## config.mk

```make
export PLATFORM = sky130hd
export DESIGN_NAME = tuple_collector
export DESIGN_NICKNAME = d
export VERILOG_FILES = /design/src/rtl/tuple_collector.sv
export SDC_FILE = /design/constraint.sdc
export NUM_CORES = 1
export LEC_CHECK = 0
export CAP_MARGIN = 20
export CORE_MARGIN = 8
export CORE_UTILIZATION = 40
export DETAILED_ROUTE_END_ITERATION = 7
export GPL_TIMING_DRIVEN = 0
export PLACE_DENSITY = 0.58
export SLEW_MARGIN = 25
export SYNTH_ARGS = -nofsm -noshare
export SYNTH_HDL_FRONTEND = slang
export SYNTH_SLANG_ARGS = --single-unit
```

## constraint.sdc

```tcl
create_clock -name clk -period 4.95 [get_ports clk]
set_clock_uncertainty 0.1 [all_clocks]
set_input_delay 1.485 -clock clk [delete_from_list [all_inputs] [get_ports clk]]
set_output_delay 1.485 -clock clk [all_outputs]
set_load 0.05 [all_outputs]
```

## src/rtl/tuple_collector.sv

```systemverilog
// tuple_collector: takes triplets from the zero-sum finder over a four-phase
// valid/ack handshake, queues them in a first-word-fall-through FIFO and
// presents the head on a ready/valid stream. Ack is withheld while the FIFO
// is full, so the finder stalls without losing results.
// Optional build macro SUM_CHECK_EN: triplets whose 10-bit sign-extended sum
// is nonzero are acked but dropped, and the sticky sum_err flag is raised.
module tuple_collector #(
    parameter int DEPTH = 8
) (
    input  logic                     clk,
    input  logic                     reset,
    input  logic                     in_valid,
    input  logic [7:0]               in_t1,
    input  logic [7:0]               in_t2,
    input  logic [7:0]               in_t3,
    output logic                     in_ack,
    output logic                     out_valid,
    input  logic                     out_ready,
    output logic [7:0]               out_t1,
    output logic [7:0]               out_t2,
    output logic [7:0]               out_t3,
    output logic [$clog2(DEPTH):0]   level,
    output logic                     full,
    output logic [7:0]               total,
    output logic                     sum_err
);

    localparam int AW = $clog2(DEPTH);
    localparam logic [AW:0] DEPTH_L = (AW+1)'(DEPTH);

    typedef enum logic [1:0] {IDLE, STALL, ACK} state_t;

    state_t          state, state_nxt;
    logic            capture;
    logic            push, pop, sum_ok;
    logic [23:0]     in_data, head_nxt;
    logic [23:0]     mem [DEPTH];
    logic [AW-1:0]   rd_ptr, wr_ptr;
    logic [AW:0]     level_nxt;

    assign in_data = {in_t1, in_t2, in_t3};

`ifdef SUM_CHECK_EN
    function automatic logic signed [9:0] sext10(input logic [7:0] v);
        return {{2{v[7]}}, v};
    endfunction

    logic signed [9:0] sum;
    assign sum    = sext10(in_t1) + sext10(in_t2) + sext10(in_t3);
    assign sum_ok = (sum == 10'sd0);
`else
    assign sum_ok = 1'b1;
`endif

    // a bad-sum triplet still completes its handshake but is never written
    assign push = capture && sum_ok;
    assign pop  = out_valid && out_ready;

    // handshake FSM: decide next state and whether this edge captures;
    // the full test uses the registered flag, so a same-edge pop never frees space
    always_comb begin
        state_nxt = state;
        capture   = 1'b0;
        case (state)
            IDLE: begin
                if (in_valid) begin
                    if (!full) begin
                        state_nxt = ACK;
                        capture   = 1'b1;
                    end else begin
                        state_nxt = STALL;
                    end
                end
            end
            STALL: begin
                if (!full) begin
                    state_nxt = ACK;
                    capture   = 1'b1;
                end
            end
            ACK: begin
                if (!in_valid) state_nxt = IDLE;
            end
            default: state_nxt = IDLE;
        endcase
    end

    // next occupancy and next head word of the fall-through output register
    always_comb begin
        level_nxt = level;
        if (push && !pop)      level_nxt = level + (AW+1)'(1);
        else if (!push && pop) level_nxt = level - (AW+1)'(1);

        head_nxt = {out_t1, out_t2, out_t3};
        if (push && (level == '0 || (level == (AW+1)'(1) && pop)))
            head_nxt = in_data;
        else if (pop && level > (AW+1)'(1))
            head_nxt = mem[rd_ptr + AW'(1)];
    end

    // control state: FSM, ack, pointers, occupancy flags and counters
    always_ff @(posedge clk or negedge reset) begin
        if (!reset) begin
            state     <= IDLE;
            in_ack    <= 1'b0;
            rd_ptr    <= '0;
            wr_ptr    <= '0;
            level     <= '0;
            full      <= 1'b0;
            out_valid <= 1'b0;
            total     <= '0;
        end else begin
            state     <= state_nxt;
            in_ack    <= (state_nxt == ACK);
            level     <= level_nxt;
            full      <= (level_nxt == DEPTH_L);
            out_valid <= (level_nxt != '0);
            if (push) wr_ptr <= wr_ptr + AW'(1);
            if (pop)  rd_ptr <= rd_ptr + AW'(1);
            if (push && total != 8'hFF) total <= total + 8'd1;
        end
    end

`ifdef SUM_CHECK_EN
    // sticky flag for any acked triplet whose sum was nonzero
    always_ff @(posedge clk or negedge reset) begin
        if (!reset)                  sum_err <= 1'b0;
        else if (capture && !sum_ok) sum_err <= 1'b1;
    end
`else
    assign sum_err = 1'b0;
`endif

    // FIFO storage; contents need no reset since level gates visibility
    always_ff @(posedge clk) begin
        if (push) mem[wr_ptr] <= in_data;
    end

    // registered head word; held when the FIFO drains
    always_ff @(posedge clk or negedge reset) begin
        if (!reset) {out_t1, out_t2, out_t3} <= '0;
        else        {out_t1, out_t2, out_t3} <= head_nxt;
    end

endmodule
```

==> Word level (Yosys, flattened, before mapping) <==
Memory sizes are Yosys's and may differ from the RTL's.
Index checks and enable logic that the tools add are counted.
{ "classes": {"addsub": 5, "n_lt_le_gt_ge": 1, "eq_ne": 6, "muxes": 14, "n_reduce_logical": 14} }
{ "ops": {"columns": ["operator", "count"], "rows": [
  ["24-bit 2-to-1 mux", 2],
  ["8-bit by 1-bit adder with 8-bit output, second input constant", 1],
  ["2-bit 2-to-1 mux", 4],
  ["4-bit 2-to-1 mux", 2],
  ["8-bit inequality test, second input constant", 1],
  ["1-bit logical AND", 7],
  ["3-bit by 1-bit adder with 3-bit output, second input constant", 2],
  ["2-bit one-hot mux with 3 select lines", 1],
  ["4-bit by 1-bit adder with 4-bit output, second input constant", 1],
  ["2-bit equality test, second input constant", 2],
  ["4-bit by 1-bit equality test with 1-bit output, second input constant", 1],
  ["4-bit equality test, second input constant", 1],
  ["4-bit by 1-bit greater-than comparator with 1-bit output, second input constant", 1],
  ["4-bit logical NOT", 1],
  ["1-bit 2-to-1 mux", 4],
  ["4-bit nonzero test", 1],
  ["4-bit by 1-bit subtractor with 4-bit output, second input constant", 1],
  ["2-bit by 1-bit equality test with 1-bit output, second input constant", 1],
  ["1-bit logical NOT", 2],
  ["2-bit logical NOT", 1],
  ["1-bit one-hot mux with 2 select lines", 1],
  ["2-bit nonzero test", 1],
  ["1-bit logical OR", 1]
]} }
{ "totals": {"ff_bits": 47, "ram_bits": 192, "in_bits": 28, "output_inout_bits": 40, "word_cells": 52, "memories": 1} }
{ "memory_table": {"columns": ["name", "words", "word_bits", "rd", "rd_clocked_by_memory_dff", "write_ports", "line", "source"], "rows": [
  ["mem", 8, 24, 1, 0, 1, "37", "logic [23:0] mem [DEPTH];"]
]} }

==> Longest topological paths before layout <==
Gate-level depths: netlist of the first run.
{ "logic_depth": {"ltp_word": 8, "ltp_mapped": 7, "depth_no_buf": 6} }

==> Worst setup path after synthesis of the first run <==
Ideal clock, no wire load.
{ "synth_timing": {"path_type": "input -> register", "from": "in in_valid", "to": "mem mem[0][0] (enable)", "setup_ps": 466, "arrival_time_ps": 4106, "t_required_ps": 4384, "slack_ps": 278, "cell_stages": 4, "path_buffers": 1, "cell_sequence": "or2_1 -> buf_4 -> nand2_4 -> nor4_1"} }
{ "synth_via": {"elab_chain_len": 4} }
{ "synth_lines": {"columns": ["element", "line", "source"], "rows": [
  ["start, declared", "12", "input logic in_valid,"],
  ["1-bit 2-to-1 mux", "66", "if (in_valid) begin"],
  ["1-bit one-hot mux with 2 select lines", "64", "case (state)"],
  ["1-bit 2-to-1 mux", "136", "if (push) mem[wr_ptr] <= in_data;"],
  ["1-bit 2-to-1 mux (not written as such)", "136", null],
  ["end, declared", "37", null]
]} }
No other way between the ends.

==> Worst setup path after layout of the first run <==
{ "layout_timing": {"from": "in in_valid", "to": "mem mem[4][15] (enable)"} }
Same word-level chain as after synthesis.

==> results_dict.tcl, run 1 <==
set metrics [dict create \
    drt_antenna_net_count 0 \
    maximum_frequency_from_static_timing_analysis_mhz 246 \
    outcome "finished clean" \
    crit_slowest_cell "sky130_fd_sc_hd__nor3_2" \
    yosys-top-cells-area "sky130_fd_sc_hd__edfxtp_1 62%, sky130_fd_sc_hd__dfrtp_1 13%, sky130_fd_sc_hd__mux4_2 12%, sky130_fd_sc_hd__nand2_1 2.5%, sky130_fd_sc_hd__a221o_1 2.5%" \
    placementRows 56 \
    dominantRegCellSynth "sky130_fd_sc_hd__edfxtp_1" \
    synth.lib_cells_used.distinct 44 \
    critical_path_buf_inv_count 4 \
    power_frac_clock_pct 25.8 \
    drcViolationCount 0 \
    starting_density_of_the_core_pct 40.1 \
    area_delta_synth_final_pct 24.0 \
    timing_worst_slew_pin_value_ps 859 \
    place_hpwl_um 13800 \
    cts.reportedPaths.clkPinSlew_ps 50 \
    synthesis.area_per_instance_um2 18.7 \
    netSwitchingFraction_pct 35.6 \
    critPathMaxStageDelay_ps 600 \
    p_sw_mw 2.75 \
    drive_above_1_share_pct 21.8 \
    initial_antenna_violation_count 0 \
    cts.sinks 239 \
    max-slew-margin-rel_pct 42.7 \
    fp.coreArea_um2 23200 \
    die_span_in_x_um 169 \
    num_io_pins 68 \
    crit_path_cell_trace "clkdlybuf4s50_1 -> nor2_1 -> nor3_1 -> nand2_1 -> nor3_2 -> buf_4 -> buf_6 -> buf_4" \
    post-route-period-util_pct 82.1 \
    avgRoutedWirePerCell_um 22.1 \
    post_cts_buffers 0 \
    synth.yosys.seq_area_share_pct 74.5 \
    timing.hold.worst.class "reg2reg" \
    pins_over_slew_limit 0 \
    cts-buffers-inserted 26 \
    synth-edff-count 192 \
    grt_max_degree 36 \
    cellPowerDensity_nw_per_um2 668 \
    grt_usage_pct 14.9 \
    detail_route.wirelength_um 21100 \
    combinationalPowerShare_pct 39.1 \
    cp_data_arrival_time_ps 4170 \
    netlist.area_leader.share_pct 61.9 \
    first_global_vias 5397 \
    number_of_synthesized_register_bits 239 \
    worst_ep_required_time_ps 5060 \
    place_congestion 0.711 \
    wire_length_of_the_first_global_routing_pass_um 32300 \
    critical_path.most_common_cell "sky130_fd_sc_hd__buf_4" \
    cp_top_family "simple AND/OR/NAND/NOR gates" \
    design.die.area_um2 28400 \
    postCtsHoldBufs 0 \
    post_dr_vias_cell 5.26 \
    final_stage_net_count 648 \
    insertedDiodeCount 0 \
    warnings_from_yosys 0 \
    ir_worst_vdd_uv 377 \
    cell_count_after_synthesis 499 \
    vias 5010 \
    tritoncts "built" \
    asyncSetResetFlopFracSynth_pct 19.7 \
    grt.overflow.total 0 \
    worst-setup-path-type "in2reg" \
    yosys.cell_count.top_type "sky130_fd_sc_hd__edfxtp_1" \
    drt_iter0_markers 379 \
    synth_top_cell_by_area "sky130_fd_sc_hd__edfxtp_1" \
    ctsLongestPathBuffers 3 \
    share_seq_of_total_power_pct 35.1 \
    p_int_mw 4.97 \
    synth_area_um2 9310 \
    cts_repair_resize_count 0 \
    power_leakage_nw 4.00 \
    portBuffers 66 \
    syn-num-nets 533 \
    crit_path_start_kind "input port" \
    cts-htree-levels 1 \
    setup_total_negative_slack_ps 0 \
    die_height_um 169 \
    clk_latency_ps 510 \
    final.hold.worst_slack_ps 398 \
    critical_path.max_fanout 7 \
    drv.max_cap_violation_count 0 \
    setup_repair_after_global_routing_missed_its_margin "false" \
    ys_top_cells_by_count "192 x sky130_fd_sc_hd__edfxtp_1, 63 x sky130_fd_sc_hd__nand2_1, 48 x sky130_fd_sc_hd__mux4_2" \
    hold_violations 0 \
    setup-violations-final 0 \
    fin_crit_ps 4060 \
    dr.pass1.iters 4 \
    critPathCaptureType "register" \
    clock_tree.root_cell "sky130_fd_sc_hd__clkbuf_16" \
]
## cell families after synthesis
family	Yosys count	synth area share, %
adders and majority gates	6	0.806
muxes	52	12.1
buffers and inverters	27	1.41
DFF	239	74.5
and+or+nand+nor	100	5.00
AOI/OAI and AO/OA	59	4.72
other	1	0.0403
xor gates and xnor gates	15	1.41
## layout by cell type (no fill, tap or decap), drive strengths merged, types with 5 or more instances in the layout
master         Yosys  layout
ha                 6       6
xnor2             12      12
a21oi             25      25
nor2               8       8
clkinv             0       5
nor3               6       6
dfrtp             47      47
clkbuf            10      49
buf               14      36
clkdlybuf4s50      0      65
edfxtp           192     192
a221o             23      23
nand2             64      64
mux4              48      48
## path summary, 6_finish.rpt
check	from	end	slack, ps	cells past startpoint
max in group asynchronous	reset	state[0]	3510	2
min in group asynchronous	reset	out_t2[4]	730	1
max reg2reg	state[1]	mem[4][15]	1930	6
min	total[5]	total[5]	400	1
max	in_valid	mem[4][15]	890	8
min reg2reg	total[5]	total[5]	400	1
## flip-flops by register name, summed over array words and instances (netlist names)
signal	flops
full	1
in_ack	1
level	4
mem	192
out_t1	8
out_t2	8
out_t3	8
out_valid	1
rd_ptr	3
state	2
total	8
wr_ptr	3
## area by class of cell
cell class                      count  area, um^2
Timing Repair Buffer               87         886
Tap cell                          319         399
Clock inverter                      9         120
Fill cell                        1895       11600
Multi-Input combinational cell    233        2290
Sequential cell                   239        6940
Clock buffer                       39         781
Buffer                             24         120
Inverter                            3        11.3
## worst reg2reg max path, delay by kind of cell, from the launching register on
family                 cells  cell delay, ps
and+or+nand+nor            3            1520
buffers and inverters      3             670
DFF                        1             430
## power groups by stage
stage | sequential [mW] | clock, mW | combinational (mW)
2_1_floorplan | 3.20 | 0 | 1.58
3_3_place_gp | 2.74 | 0 | 2.95
3_5_place_dp | 2.75 | 0 | 3.07
4_1_cts | 2.71 | 2.03 | 3.08
5_1_grt | 2.74 | 2.10 | 3.25
6_report | 2.71 | 1.99 | 3.02
## per-layer routing
layer / share of wire (%) / global-route usage [%] / wire length, um
met5: 0 / 0 / 0
met4: 1.5 / 3.14 / 311
met2: 48 / 24.4 / 10100
met1: 44 / 20.0 / 9380
met3: 6.2 / 3.59 / 1300
## through the flow
step	cells	instance area, um^2	utilization [%]	worst slack, ps	total power [mW]
3_3_place_gp	884	10400	44.7	-2590	5.70
5_1_grt	953	11500	49.8	642	8.09
3_5_place_dp	905	10600	45.9	324	5.82
4_1_cts	953	11500	49.8	848	7.82
2_1_floorplan	499	9310	-	278	4.79
6_report	953	11500	49.8	887	7.72
Note: power is estimated with default switching activity, not from simulation.
==> run 2, diff against run 1 <==
Clock period 4.95 ns to 3.87 ns, I/O delays scaled along.
==> results_dict.tcl, run 2 (synthesis gave the netlist of run 1 again) <==
set metrics [dict create \
    cts-htree-levels 1 \
    critical_path.max_fanout 11 \
    drcViolationCount 0 \
    outcome "finished clean" \
    final.hold.worst_slack_ps 380 \
    starting_density_of_the_core_pct 40.1 \
    clk_latency_ps 520 \
    timing.hold.worst.class "in2async" \
    grt_max_degree 41 \
    worst_ep_required_time_ps 3980 \
    pins_over_slew_limit 0 \
    drive_above_1_share_pct 20.6 \
    area_delta_synth_final_pct 23.1 \
    power_leakage_nw 3.94 \
    die_height_um 169 \
    crit_path_start_kind "input port" \
    final_common_cell "sky130_fd_sc_hd__edfxtp_1" \
    register_area_um2 6940 \
    cts.sinks 239 \
    place_hpwl_um 13400 \
    placed_cells 905 \
    first_global_vias 5265 \
    cp_data_arrival_time_ps 3410 \
    drv.max_cap_violation_count 0 \
    tritoncts "built" \
    cts_repair_resize_count 0 \
    dr.pass1.iters 7 \
    multiInputGateArea_um2 2300 \
    setup_repair_after_global_routing_missed_its_margin "false" \
    finalNonFillerCells 954 \
    layout.filler_cells 1926 \
    design.die.area_um2 28400 \
    setup-violations-final 0 \
    placementRows 56 \
    postCtsHoldBufs 0 \
    timing_worst_slew_pin_value_ps 817 \
    post-route-period-util_pct 85.2 \
    num_io_pins 68 \
    drt_antenna_net_count 0 \
    fp.coreArea_um2 23200 \
    worst-setup-path-type "in2reg" \
    portBuffers 66 \
    setup_total_negative_slack_ps 0 \
    wire_length_of_the_first_global_routing_pass_um 31700 \
    drt_iter0_markers 369 \
    hold_violations 0 \
    cellPowerDensity_nw_per_um2 835 \
    die_span_in_x_um 169 \
    insertedDiodeCount 0 \
    detail_route.wirelength_um 20300 \
    critPathCaptureType "register" \
    vias 4966 \
    post_cts_buffers 0 \
    largest_reg_flops 192 \
    r2r_cells 7 \
    cts.reportedPaths.clkPinSlew_ps 60 \
    mostFrequentLayoutCells "192 x sky130_fd_sc_hd__edfxtp_1, 65 x sky130_fd_sc_hd__clkdlybuf4s50_1, 63 x sky130_fd_sc_hd__nand2_1, 48 x sky130_fd_sc_hd__mux4_2, 47 x sky130_fd_sc_hd__dfrtp_1" \
    maximum_frequency_from_static_timing_analysis_mhz 303 \
    clock_tree.root_cell "sky130_fd_sc_hd__clkbuf_16" \
    cts-buffers-inserted 27 \
    max-slew-margin-rel_pct 45.2 \
    ir_worst_vdd_uv 474 \
    post_dr_vias_cell 5.21 \
    avgRoutedWirePerCell_um 21.3 \
    grt.overflow.total 0 \
    ctsLongestPathBuffers 3 \
    registers.top_by_ff_count "mem" \
    final_stage_net_count 649 \
    grt_usage_pct 14.6 \
    place_congestion 0.744 \
    fin_crit_ps 3300 \
    initial_antenna_violation_count 1 \
]
==> run 2: worst max-delay path, stage by stage <==
cell and delay (ps):
sky130_fd_sc_hd__clkdlybuf4s50_1 470, sky130_fd_sc_hd__nor2_1 70, sky130_fd_sc_hd__nor3_1 460, sky130_fd_sc_hd__nand2_1 380, sky130_fd_sc_hd__nor3_4 470, sky130_fd_sc_hd__buf_8 220, sky130_fd_sc_hd__buf_8 170
==> run 2: through the flow <==
stage | setup WS (ps) | utilization, % | power (mW) | instance area, um^2
after floorplan | 153 | - | 6.12 | 9320
after global placement | -2100 | 44.8 | 7.29 | 10400
after detailed placement | -36.1 | 46.1 | 7.44 | 10700
after CTS | 499 | 49.4 | 9.72 | 11500
after global routing | 341 | 49.4 | 10.1 | 11500
final | 574 | 49.4 | 9.58 | 11500
==> run 2: where the power goes <==
part	internal [mW]	switching, mW	total, mW
combinational	1.57	2.28	3.85
clock	1.32	0.942	2.26
sequential	3.21	0.266	3.47
==> run 2: cell type report <==
| type | instances | share of cell area (%) |
|---|---|---|
| Sequential cell | 239 | 60.6 |
| Tap cell | 319 | 3.48 |
| Buffer | 24 | 1.05 |
| Inverter | 3 | 0.0982 |
| Clock buffer | 43 | 6.51 |
| Clock inverter | 6 | 0.317 |
| Timing Repair Buffer | 87 | 7.91 |
| Multi-Input combinational cell | 233 | 20.1 |
==> run 2: path summary, 6_finish.rpt <==
kind,from,end,slack [ps]
worst min register to register,total[5],total[5],390
worst max-delay path,in_valid,mem[4][9],570
max in group asynchronous,reset,wr_ptr[1],2810
min in group clk,total[5],total[5],390
worst max register to register,rd_ptr[1],out_t1[5],1040
worst min-delay path,reset,out_t1[3],380
==> run 2: layer usage <==
layer	up-vias	track usage, %	part of all wire (%)
met4	2	2.83	1.8
li1	2234	-	-
met1	2581	19.2	43
met3	30	3.12	5.6
met5	-	0	0.064
met2	119	24.7	49
==> run 3, diff against run 2 <==
Settings changed: CTS_BUF_LIST set to sky130_fd_sc_hd__clkbuf_8 sky130_fd_sc_hd__clkbuf_16, PLACE_DENSITY 0.58 to 0.56.
==> results_dict.tcl, run 3 (synthesis gave the netlist of run 1 again) <==
set metrics [dict create \
    outcome "finished clean" \
    cts.sinks 239 \
    grt.overflow.total 0 \
    crit_path_start_kind "input port" \
    pins_over_slew_limit 0 \
    timing.hold.worst.class "reg2reg" \
    tritoncts "built" \
    p_int_mw 6.35 \
    drt_iter0_markers 324 \
    postCtsHoldBufs 0 \
    fin_crit_ps 3340 \
    cellPowerDensity_nw_per_um2 856 \
    setup_repair_after_global_routing_missed_its_margin "false" \
    fp.coreArea_um2 23200 \
    design.die.area_um2 28400 \
    first_global_vias 5307 \
    mostFrequentLayoutCells "192 x sky130_fd_sc_hd__edfxtp_1, 65 x sky130_fd_sc_hd__clkdlybuf4s50_1, 63 x sky130_fd_sc_hd__nand2_1, 48 x sky130_fd_sc_hd__mux4_2, 47 x sky130_fd_sc_hd__dfrtp_1" \
    clock_tree.root_cell "sky130_fd_sc_hd__clkbuf_16" \
    crit_path_cell_trace "clkdlybuf4s50_1 -> nor2_1 -> nor3_1 -> nand2_1 -> nor3_4 -> buf_8 -> buf_8" \
    cts_repair_resize_count 0 \
    avgRoutedWirePerCell_um 21.4 \
    cp_data_arrival_time_ps 3470 \
    place_hpwl_um 13200 \
    place_congestion 0.697 \
    drcViolationCount 0 \
    area_delta_synth_final_pct 23.9 \
    layout.filler_cells 1949 \
    post_dr_vias_cell 5.22 \
    crit_slowest_cell "sky130_fd_sc_hd__nor3_4" \
    post-route-period-util_pct 86.4 \
    num_io_pins 68 \
    initial_antenna_violation_count 0 \
    cts.reportedPaths.clkPinSlew_ps 60 \
    post_cts_buffers 0 \
    final_core_utilization_pct 49.7 \
    cp_top_family "simple AND/OR/NAND/NOR gates" \
    grt_max_degree 30 \
    drv.max_cap_violation_count 0 \
    critical_path.most_common_cell "sky130_fd_sc_hd__buf_8" \
    largest_reg_flops 192 \
    critPathCaptureType "register" \
    power_leakage_nw 3.99 \
    registers.top_by_ff_count "mem" \
    wire_length_of_the_first_global_routing_pass_um 31600 \
    p_sw_mw 3.52 \
    hold_violations 0 \
    portBuffers 66 \
    postLayoutCellArea_um2 11500 \
    combinationalPowerShare_pct 38.9 \
    max-slew-margin-rel_pct 44.7 \
    setup-violations-final 0 \
    critical_path.max_fanout 10 \
    cts-htree-levels 1 \
    worst_ep_required_time_ps 4000 \
    final_common_cell "sky130_fd_sc_hd__edfxtp_1" \
    timing_worst_slew_pin_value_ps 829 \
    vias 4959 \
    die_span_in_x_um 169 \
    die_height_um 169 \
    share_seq_of_total_power_pct 35.1 \
    drive_above_1_share_pct 21.6 \
    worst-setup-path-type "in2reg" \
    detail_route.wirelength_um 20300 \
    cts-buffers-inserted 27 \
    starting_density_of_the_core_pct 40.1 \
    critical_path_buf_inv_count 3 \
    critPathMaxStageDelay_ps 500 \
    clk_latency_ps 510 \
    power_frac_clock_pct 25.9 \
    insertedDiodeCount 0 \
    grt_usage_pct 14.5 \
    final_stage_net_count 645 \
    ir_worst_vdd_uv 498 \
    placed_area_um2 10600 \
    placementRows 56 \
    drt_antenna_net_count 0 \
    maximum_frequency_from_static_timing_analysis_mhz 299 \
    ctsLongestPathBuffers 3 \
    dr.pass1.iters 4 \
    netSwitchingFraction_pct 35.7 \
]
==> run 3: cell type report <==
type                            instances  area, um^2  area share, %
Clock inverter                         19         191           1.66
Inverter                                3        11.3         0.0976
Timing Repair Buffer                   83         855           7.41
Tap cell                              319         399           3.46
Multi-Input combinational cell        233        2300           20.0
Buffer                                 24         120           1.04
Sequential cell                       239        6940           60.2
Clock buffer                           30         717           6.21
==> run 3: path summary, 6_finish.rpt <==
check,start,endpoint,slack [ps],depth (start not counted)
min in group asynchronous,reset,level[3],420,1
setup / recovery,in_valid,mem[4][9],530,7
hold / removal,state[0],state[1],400,1
max in group asynchronous,reset,out_t2[2],2750,2
hold reg to reg,state[0],state[1],400,1
setup reg to reg,rd_ptr[1],out_t1[3],1060,7
==> run 3: metal layers <==
layer	part of all wire [%]	track usage (%)	wire [um]	vias up
met5	0	0	0	-
met4	1.5	3.03	307	0
met3	4.9	3.10	999	28
met2	49	24.0	10000	119
met1	44	19.5	9000	2587
li1	-	-	-	2225
==> run 3: stage by stage <==
stage	TNS (ps)	cells	power [mW]	worst slack (ps)	hold slack, ps
floorplan	0	499	6.12	153	350
global placement	-311510	884	7.29	-2140	372
detailed placement	-588	901	7.43	-65.9	387
CTS	0	950	10.0	489	399
global route	0	950	10.4	247	414
finish	0	950	9.87	526	400
==> run 3: power by group through the flow <==
stage | registers [mW] | clock network [mW] | logic [mW]
floorplan | 4.10 | 0 | 2.03
global route | 3.52 | 2.70 | 4.14
global placement | 3.50 | 0 | 3.79
finish | 3.47 | 2.56 | 3.84
CTS | 3.47 | 2.61 | 3.92
detailed placement | 3.52 | 0 | 3.91
